**config.mk**
```make
export PLATFORM = sky130hd
export DESIGN_NAME = tap_debounce
export DESIGN_NICKNAME = d
export VERILOG_FILES = /design/src/rtl/tap_debounce_pkg.sv /design/src/rtl/tap_debounce_cdc_sync.sv /design/src/rtl/tap_debounce.sv
export SDC_FILE = /design/constraint.sdc
export NUM_CORES = 1
export LEC_CHECK = 0
export ABC_AREA = 1
export CAP_MARGIN = 25
export CELL_PAD_IN_SITES_DETAIL_PLACEMENT = 1
export CELL_PAD_IN_SITES_GLOBAL_PLACEMENT = 2
export CORE_MARGIN = 1
export CORE_UTILIZATION = 30
export CTS_CLUSTER_DIAMETER = 120
export DETAILED_ROUTE_END_ITERATION = 16
export PLACE_DENSITY_LB_ADDON = 0.15
export SLEW_MARGIN = 20
export SYNTH_ARGS = -nofsm -noshare
export SYNTH_HDL_FRONTEND = slang
export SYNTH_SLANG_ARGS = --single-unit
```
**constraint.sdc**
```tcl
create_clock -name i_clk -period 1.8 [get_ports i_clk]
set_input_delay 0.18 -clock i_clk [delete_from_list [all_inputs] [get_ports i_clk]]
set_output_delay 0.18 -clock i_clk [all_outputs]
set_load 0.005 [all_outputs]
```
**src/rtl/tap_debounce_pkg.sv**
```systemverilog
// Shared FSM state encodings and the pin polarity helper for the tap_debounce block.
package tap_debounce_pkg;

  localparam logic [1:0] IDLE    = 2'd0;
  localparam logic [1:0] PRESSED = 2'd1;
  localparam logic [1:0] LONG    = 2'd2;

  // Maps a raw pin level onto "1 = pressed" for either board wiring.
  function automatic logic normalisePin(input logic pin, input logic activeLow);
    return activeLow ? ~pin : pin;
  endfunction

endpackage

```
**src/rtl/tap_debounce_cdc_sync.sv**
```systemverilog
// Generic single-bit synchroniser; the reset value lets callers preload an idle level.
module tap_debounce_cdc_sync #(
  parameter int STAGES = 2,
  parameter bit INIT   = 1'b0
) (
  input  logic i_clk,
  input  logic i_rst,
  input  logic i_d,
  output logic o_q
);

  logic [STAGES-1:0] r_sync;

  always_ff @(posedge i_clk) begin
    if (i_rst) begin
      r_sync <= {STAGES{INIT}};
    end else begin
      r_sync <= {r_sync[STAGES-2:0], i_d};
    end
  end

  assign o_q = r_sync[STAGES-1];

endmodule

```
**src/rtl/tap_debounce.sv**
```systemverilog
// Strobe-sampled button debouncer with press/release pulses and long-press detection.
module tap_debounce
  import tap_debounce_pkg::*;
#(
  parameter int SYNC_STAGES = 2,
  parameter int NSAMPLES    = 4,
  parameter int LONG_TICKS  = 16,
  parameter bit ACTIVE_LOW  = 1'b1
) (
  input  logic i_clk,
  input  logic i_rst,
  input  logic i_strobe,
  input  logic i_btn_in,
  output logic o_level,
  output logic o_press,
  output logic o_release,
  output logic o_long_press,
  output logic o_long_held
);

  localparam int CW = $clog2(LONG_TICKS + 1);
  localparam logic [CW-1:0] LONG_LAST = CW'(LONG_TICKS - 1);
  localparam logic [CW-1:0] LONG_MAX  = CW'(LONG_TICKS);

  logic                w_sync;
  logic                w_s;
  logic [NSAMPLES-1:0] w_nh;
  logic                w_all_ones;
  logic                w_all_zeros;

  logic [1:0]          r_state;
  logic [CW-1:0]       r_cnt;
  logic [NSAMPLES-1:0] r_hist;
  logic                r_level;
  logic                r_press;
  logic                r_release;
  logic                r_long_press;
  logic                r_long_held;

  // Preloading the released level keeps a button held through reset from looking like an instant press.
  tap_debounce_cdc_sync #(
    .STAGES (SYNC_STAGES),
    .INIT   (ACTIVE_LOW)
  ) u_sync (
    .i_clk (i_clk),
    .i_rst (i_rst),
    .i_d   (i_btn_in),
    .o_q   (w_sync)
  );

  assign w_s         = normalisePin(w_sync, ACTIVE_LOW);
  assign w_nh        = {r_hist[NSAMPLES-2:0], w_s};
  assign w_all_ones  = &w_nh;
  assign w_all_zeros = ~|w_nh;

  always_ff @(posedge i_clk) begin
    if (i_rst) begin
      r_state      <= IDLE;
      r_cnt        <= '0;
      r_hist       <= '0;
      r_level      <= 1'b0;
      r_press      <= 1'b0;
      r_release    <= 1'b0;
      r_long_press <= 1'b0;
      r_long_held  <= 1'b0;
    end else begin
      r_press      <= 1'b0;
      r_release    <= 1'b0;
      r_long_press <= 1'b0;
      if (i_strobe) begin
        r_hist <= w_nh;
        case (r_state)
          IDLE: begin
            if (w_all_ones) begin
              r_state <= PRESSED;
              r_level <= 1'b1;
              r_press <= 1'b1;
              r_cnt   <= '0;
            end
          end
          PRESSED: begin
            // Saturating count; a release on the threshold strobe wins over long_press.
            if (r_cnt != LONG_MAX) r_cnt <= r_cnt + CW'(1);
            if (w_all_zeros) begin
              r_state   <= IDLE;
              r_level   <= 1'b0;
              r_release <= 1'b1;
            end else if (r_cnt == LONG_LAST) begin
              r_state      <= LONG;
              r_long_press <= 1'b1;
              r_long_held  <= 1'b1;
            end
          end
          LONG: begin
            if (w_all_zeros) begin
              r_state     <= IDLE;
              r_level     <= 1'b0;
              r_release   <= 1'b1;
              r_long_held <= 1'b0;
            end
          end
          default: r_state <= IDLE;
        endcase
      end
    end
  end

  assign o_level      = r_level;
  assign o_press      = r_press;
  assign o_release    = r_release;
  assign o_long_press = r_long_press;
  assign o_long_held  = r_long_held;

endmodule

```
==> flow_metrics.tcl <==
set metrics [dict create \
    synth_sequential_area_ratio_pct 38.0 \
    postSynth.asyncResetShare_pct 0 \
    clock_latency_late_sink_ns 0.29 \
    worst_slew_margin_rel_pct 76.6 \
    die_span_y_um 56.6 \
    clock-skew-final_ns 0.00450 \
    post-synth-top-area-fraction_pct 38.0 \
    drc 0 \
    max_stage_delay_ns 0.34 \
    startpoint_type "register" \
    finalHoldViolCount 0 \
    met1_length_um 1000 \
    num_vias 786 \
    crit_path_top_delay_cell "sky130_fd_sc_hd__ha_1" \
    first_pass_iters 4 \
    first_global_vias 844 \
    syn-cell-area_um2 896 \
    synth_enable_flop_cells 0 \
    clkTransAtPathRegs_ns 0.10 \
    dominant_cell_type_by_count_on_the_critical_path "sky130_fd_sc_hd__nor2_1" \
    grt_setup_unrepaired "no" \
    worst_pin_slew_ns 0.351 \
    die_width_um 56.6 \
    grt_max_degree 12 \
    post_route_setup_slack_ns 0.272 \
    dp_hpwl_um 1600 \
    finish.cell_count_without_fillers 169 \
    finalSetupTns_ns 0 \
    avgRoutedWirePerCell_um 12.0 \
    drive_above_1_share_pct 10.9 \
    route.met3.wl_um 33 \
    tritoncts_num_sinks 17 \
    worstPathMaxFanout 9 \
    synthesis.nets 137 \
    final_design_area_no_fill_um2 1050 \
    post_cts_hold_buffer_count 0 \
    synth.distinct_cells 23 \
    grt-ovfl-total 0 \
    cts.repair_timing.setup_buffer_count 0 \
    critPathArrivalTime_ns 1.73 \
    ioPinCount 9 \
    cts.htree.levels 1 \
    clock_tree.buffer_depth 2 \
    timing.final.max_slew_violations 0 \
    setup_viol 0 \
    yosys_warnings 0 \
    post_drt_antenna_nets 0 \
    met2_wirelength_um 941 \
    worst_ep_required_time_ns 2.00 \
    synthDominantAreaCellType "sky130_fd_sc_hd__dfxtp_1" \
    yosys_register_bits 17 \
    placement_rows 19 \
    diodes 0 \
    finish.net_count 150 \
    finalWorstPathRequiredPeriod_ns 1.53 \
    fp.dieArea_um2 3210 \
    initial_core_util_pct 32.2 \
    cellLeakagePower_uw 0.000450 \
    port_buffers 8 \
    global_route_wire_length_before_repair_um 3670 \
    total_routing_usage_gr_pct 14.9 \
    synth_cells 126 \
    place_congestion 0.742 \
    max-vdd-ir-drop_uv 331 \
    final.period_utilization_pct 84.9 \
    synth_common_cells "27 x sky130_fd_sc_hd__nor2_1, 20 x sky130_fd_sc_hd__nand2_1, 18 x sky130_fd_sc_hd__inv_1" \
    cts.repair.resized 0 \
    final_util_pct 37.7 \
    cts_root_buf "sky130_fd_sc_hd__clkbuf_4" \
    dominantRegCellSynth "sky130_fd_sc_hd__dfxtp_1" \
    timing.fmax_mhz 655 \
    power_density_nw_per_um2 667 \
    route.top_layer_used "met4" \
    initial_antenna_violation_count 0 \
    worst-setup-path-type "register to register" \
    synth.most_common_cell "sky130_fd_sc_hd__nor2_1" \
    initialDrtViolationCount 18 \
    area_growth_syn_to_layout_pct 17.2 \
    setup.worst_path.end_class "register" \
    drt-total-wl_um 2020 \
    placedInstanceArea_um2 1020 \
    placement.setup.worst_slack_ns 0.293 \
    post-place-cells 165 \
    cts_made_buffers 3 \
    syn_avg_cell_area_um2 7.11 \
    yosys-top-cells-area "sky130_fd_sc_hd__dfxtp_1 38%, sky130_fd_sc_hd__nor2_1 11%, sky130_fd_sc_hd__ha_1 9.8%, sky130_fd_sc_hd__nand2_1 8.4%, sky130_fd_sc_hd__inv_1 7.5%" \
    cts_tree "built" \
    drv_cap 0 \
    hold_class "register to register" \
    routed_via_density 4.65 \
    cp_cell_sequence "inv_1 -> ha_1 -> nand3_1 -> nor2_1 -> nor2_2 -> nand2_4 -> clkinv_4 -> nor2_1 -> nor2_1" \
    outcome "finished clean" \
    fp.coreArea_um2 2780 \
]
[placed cells by master, fill, tap and decap left out, types with 4 or more instances in the layout]
master	n
sky130_fd_sc_hd__a21oi_1	4
sky130_fd_sc_hd__clkdlybuf4s50_1	8
sky130_fd_sc_hd__dfxtp_1	17
sky130_fd_sc_hd__ha_1	7
sky130_fd_sc_hd__inv_1	18
sky130_fd_sc_hd__nand2_1	20
sky130_fd_sc_hd__nand3_1	6
sky130_fd_sc_hd__nand4_1	5
sky130_fd_sc_hd__nor2_1	27
[worst max-delay path: cells and delay by family, from the launching register on]
kind	cells	cell delay, ns
buffers and inverters	2	0.16
AND/OR/NAND/NOR	6	0.61
adder cells (fa/ha/maj)	1	0.34
flip-flops	1	0.33
[cell type report]
type / instances / area (µm²)
tap: 31 / 38.8
multi-input combinational: 86 / 462
timing repair buffer: 11 / 103
inverter: 20 / 80.1
sequential: 17 / 340
clock buffer: 4 / 26.3
fill: 358 / 1730
[metal layers]
metal,global-route usage [%],vias to the layer above
met4,7.32,0
met2,24.9,6
met1,18.6,359
met5,0,-
met3,2.07,5
li1,-,416
[kinds of logic after synthesis]
group | share of synthesized area [%]
DFF | 38.0
AOI/OAI and AO/OA | 8.38
buffers and inverters | 10.5
adders and majority gates | 9.78
and+or+nand+nor | 33.4
[final timing paths]
path / slack [ns] / depth (start not counted) / to / start
setup / recovery: 0.27 / 9 / r_cnt[1]$_SDFFE_PP0P_ / r_state[1]$_SDFFE_PP0P_
hold / removal: 0.43 / 1 / u_sync.r_sync[1]$_SDFF_PP1_ / u_sync.r_sync[0]$_SDFF_PP1_
setup reg to reg: 0.27 / 9 / r_cnt[1]$_SDFFE_PP0P_ / r_state[1]$_SDFFE_PP0P_
hold reg to reg: 0.43 / 1 / u_sync.r_sync[1]$_SDFF_PP1_ / u_sync.r_sync[0]$_SDFF_PP1_
[power by group]
part	switching (µW)	internal, µW
Combinational	56.7	34.8
Clock	126	86.3
Sequential	8.50	388
Total	191	509
[metrics by stage]
step	total power, µW	hold slack, ns
after floorplan	467	0.249
after global placement	496	0.395
after detailed placement	498	0.398
after CTS	713	0.425
after global routing	739	0.451
final	700	0.425
[sequential cells by signal, summed over array words and instances (netlist names)]
register and count:
u_sync.r_sync 2, r_cnt 5, r_state 2, o_release 1
o_press 1, o_level 1, o_long_press 1, o_long_held 1
r_hist 3
Power figures use the tool's default switching activity.
==> RTL change (config.mk and constraints unchanged) <==
Make the reset (`i_rst`) asynchronous in 2 clocked blocks. Comments in the files are not updated.
--- a/src/rtl/tap_debounce_cdc_sync.sv
+++ b/src/rtl/tap_debounce_cdc_sync.sv
@@ -11,7 +11,7 @@
 
   logic [STAGES-1:0] r_sync;
 
-  always_ff @(posedge i_clk) begin
+  always_ff @(posedge i_clk or posedge i_rst) begin
     if (i_rst) begin
       r_sync <= {STAGES{INIT}};
     end else begin
--- a/src/rtl/tap_debounce.sv
+++ b/src/rtl/tap_debounce.sv
@@ -53,7 +53,7 @@
   assign w_all_ones  = &w_nh;
   assign w_all_zeros = ~|w_nh;
 
-  always_ff @(posedge i_clk) begin
+  always_ff @(posedge i_clk or posedge i_rst) begin
     if (i_rst) begin
       r_state      <= IDLE;
       r_cnt        <= '0;
Behaviour: differs if i_rst is asserted again (counterexample within 10 cycles, from zero or initial values and one cycle with i_rst high); with i_rst held inactive, the same outputs for 10 cycles.
==> RTL change against the unedited design <==
- highest routed layer unchanged
- sequential cell count unchanged
- cell area is 11% higher
- synthesized area is 11% higher
- worst hold slack worse by 220 ps
- setup slack improved by 52 ps
- routed wire length about the same
- non-clock buffer count is 1 lower
Power is not compared: it rests on default switching activity, and its combinational part moved more than twofold at a synthesized area within 25%.
==> RTL change: results <==
export IMPL_rrSetupSlack_ps=320
export IMPL_buf_share=0.0815
export IMPL_dr_wl_met3_um=42
export IMPL_ctsResizeCount=0
export IMPL_multi_input_area_share=0.403
export IMPL_fillCellCount=406
export IMPL_drive_above_1_share=0.189
export IMPL_syn_nets=129
export IMPL_use_met2=0.195
export IMPL_grt_start_max_net_pins=18
export IMPL_max_vdd_ir_drop_mv=0.416
export IMPL_regToRegStartpoint="r_state[1]$_DFFE_PP0P_"
export IMPL_max_slew_worst_pin_slew_ps=272
export IMPL_yosysSeqAreaShare=0.429
export IMPL_yosys_top_cells_count="27 x nand2_1, 17 x inv_1, 15 x dfrtp_1, 10 x nor2_1, 9 x nand3_1"
export IMPL_p_leak_nw=0.574
export IMPL_register_area_sq_um=428
export IMPL_cp_arrival_ps=1650
export IMPL_synth_async_reset_ratio=1.00
export IMPL_dp_hpwl_mm=1.60
export IMPL_use_met1=0.211
export IMPL_fin_worst_skew_ps=2.06
export IMPL_fin_nets=143
export IMPL_dpl_cell_area_sq_um=1140
export IMPL_synth_compound_area_frac=0.0690
export IMPL_grt_use_met3=0.0195
export IMPL_worstSetupStartpointType="register"
export IMPL_synth_xor_xnor_area_share=0
export IMPL_multi_input_gates=78
export IMPL_wirelength_mm=2.02
export IMPL_synth_fa_ha_area_frac=0.0753
export IMPL_status="complete, no violations"
export IMPL_synth_distinct_cells=25
export IMPL_ys_flop_type="dfrtp_1"
export IMPL_wl_met2_um=808
export IMPL_tap_cells=44
export IMPL_grt_pass1_wl_mm=3.53
export IMPL_clkCellAreaFrac=0.0225
export IMPL_diodes=0
export IMPL_synth_seq_cells=17
export IMPL_cts_htree_levels=1
export IMPL_crit_end="r_cnt[1]$_DFFE_PP0P_"
export IMPL_grt_pass1_vias=742
export IMPL_crit_fanout=6
export IMPL_wl_met1_mm=1.14
export IMPL_grt_use_total=0.138
export IMPL_place_gp_congestion=0.756
export IMPL_netlist_top_cells_area="dfrtp_1 38%, nand2_1 10%, ha_1 7.5%, inv_1 6.4%, dfstp_2 5.3%"
export IMPL_clock_power_share=0.151
export IMPL_post_route_drc_count=0
export IMPL_pg_comb_mw=0.589
export IMPL_buffers=10
export IMPL_hold_path_class="input port to asynchronous set/reset pin"
export IMPL_vias_per_cell=4.44
export IMPL_inverters=23
## RTL change: cell types whose count changed after synthesis, moves of 4 or more
cell	before	now
nand2_1	20	27
dfxtp_1	17	0
nor2_1	27	10
dfrtp_1	0	15
o21bai_1	0	5
nand4_1	5	1
## RTL change: through the flow
stage                     total power, mW  std cells  setup WS, ps  hold slack, ps  utilization
final                                1.34        176           324             207        0.376
after global routing                 1.48        176           167             224        0.376
after CTS                            1.37        176           303             204        0.376
after detailed placement             1.16        172           327             349        0.367
after global placement               1.15        172           326             347        0.367
after floorplan                     0.982        119           459             105            -
## RTL change: worst max-delay path, cell delays in order, from the launching register on
cell and delay (ps):
dfrtp_1 420, inv_1 90, ha_1 310, nand2_1 100
clkinv_1 60, nand3_2 70, nand2_4 120, clkinv_4 80
nand3_1 80, nand2_1 60
## RTL change: logic make-up after synthesis
group | after synthesis
and+or+nand+nor | 63
buffers and inverters | 24
DFF | 17
AOI/OAI and AO/OA | 9
adders and majority gates | 6
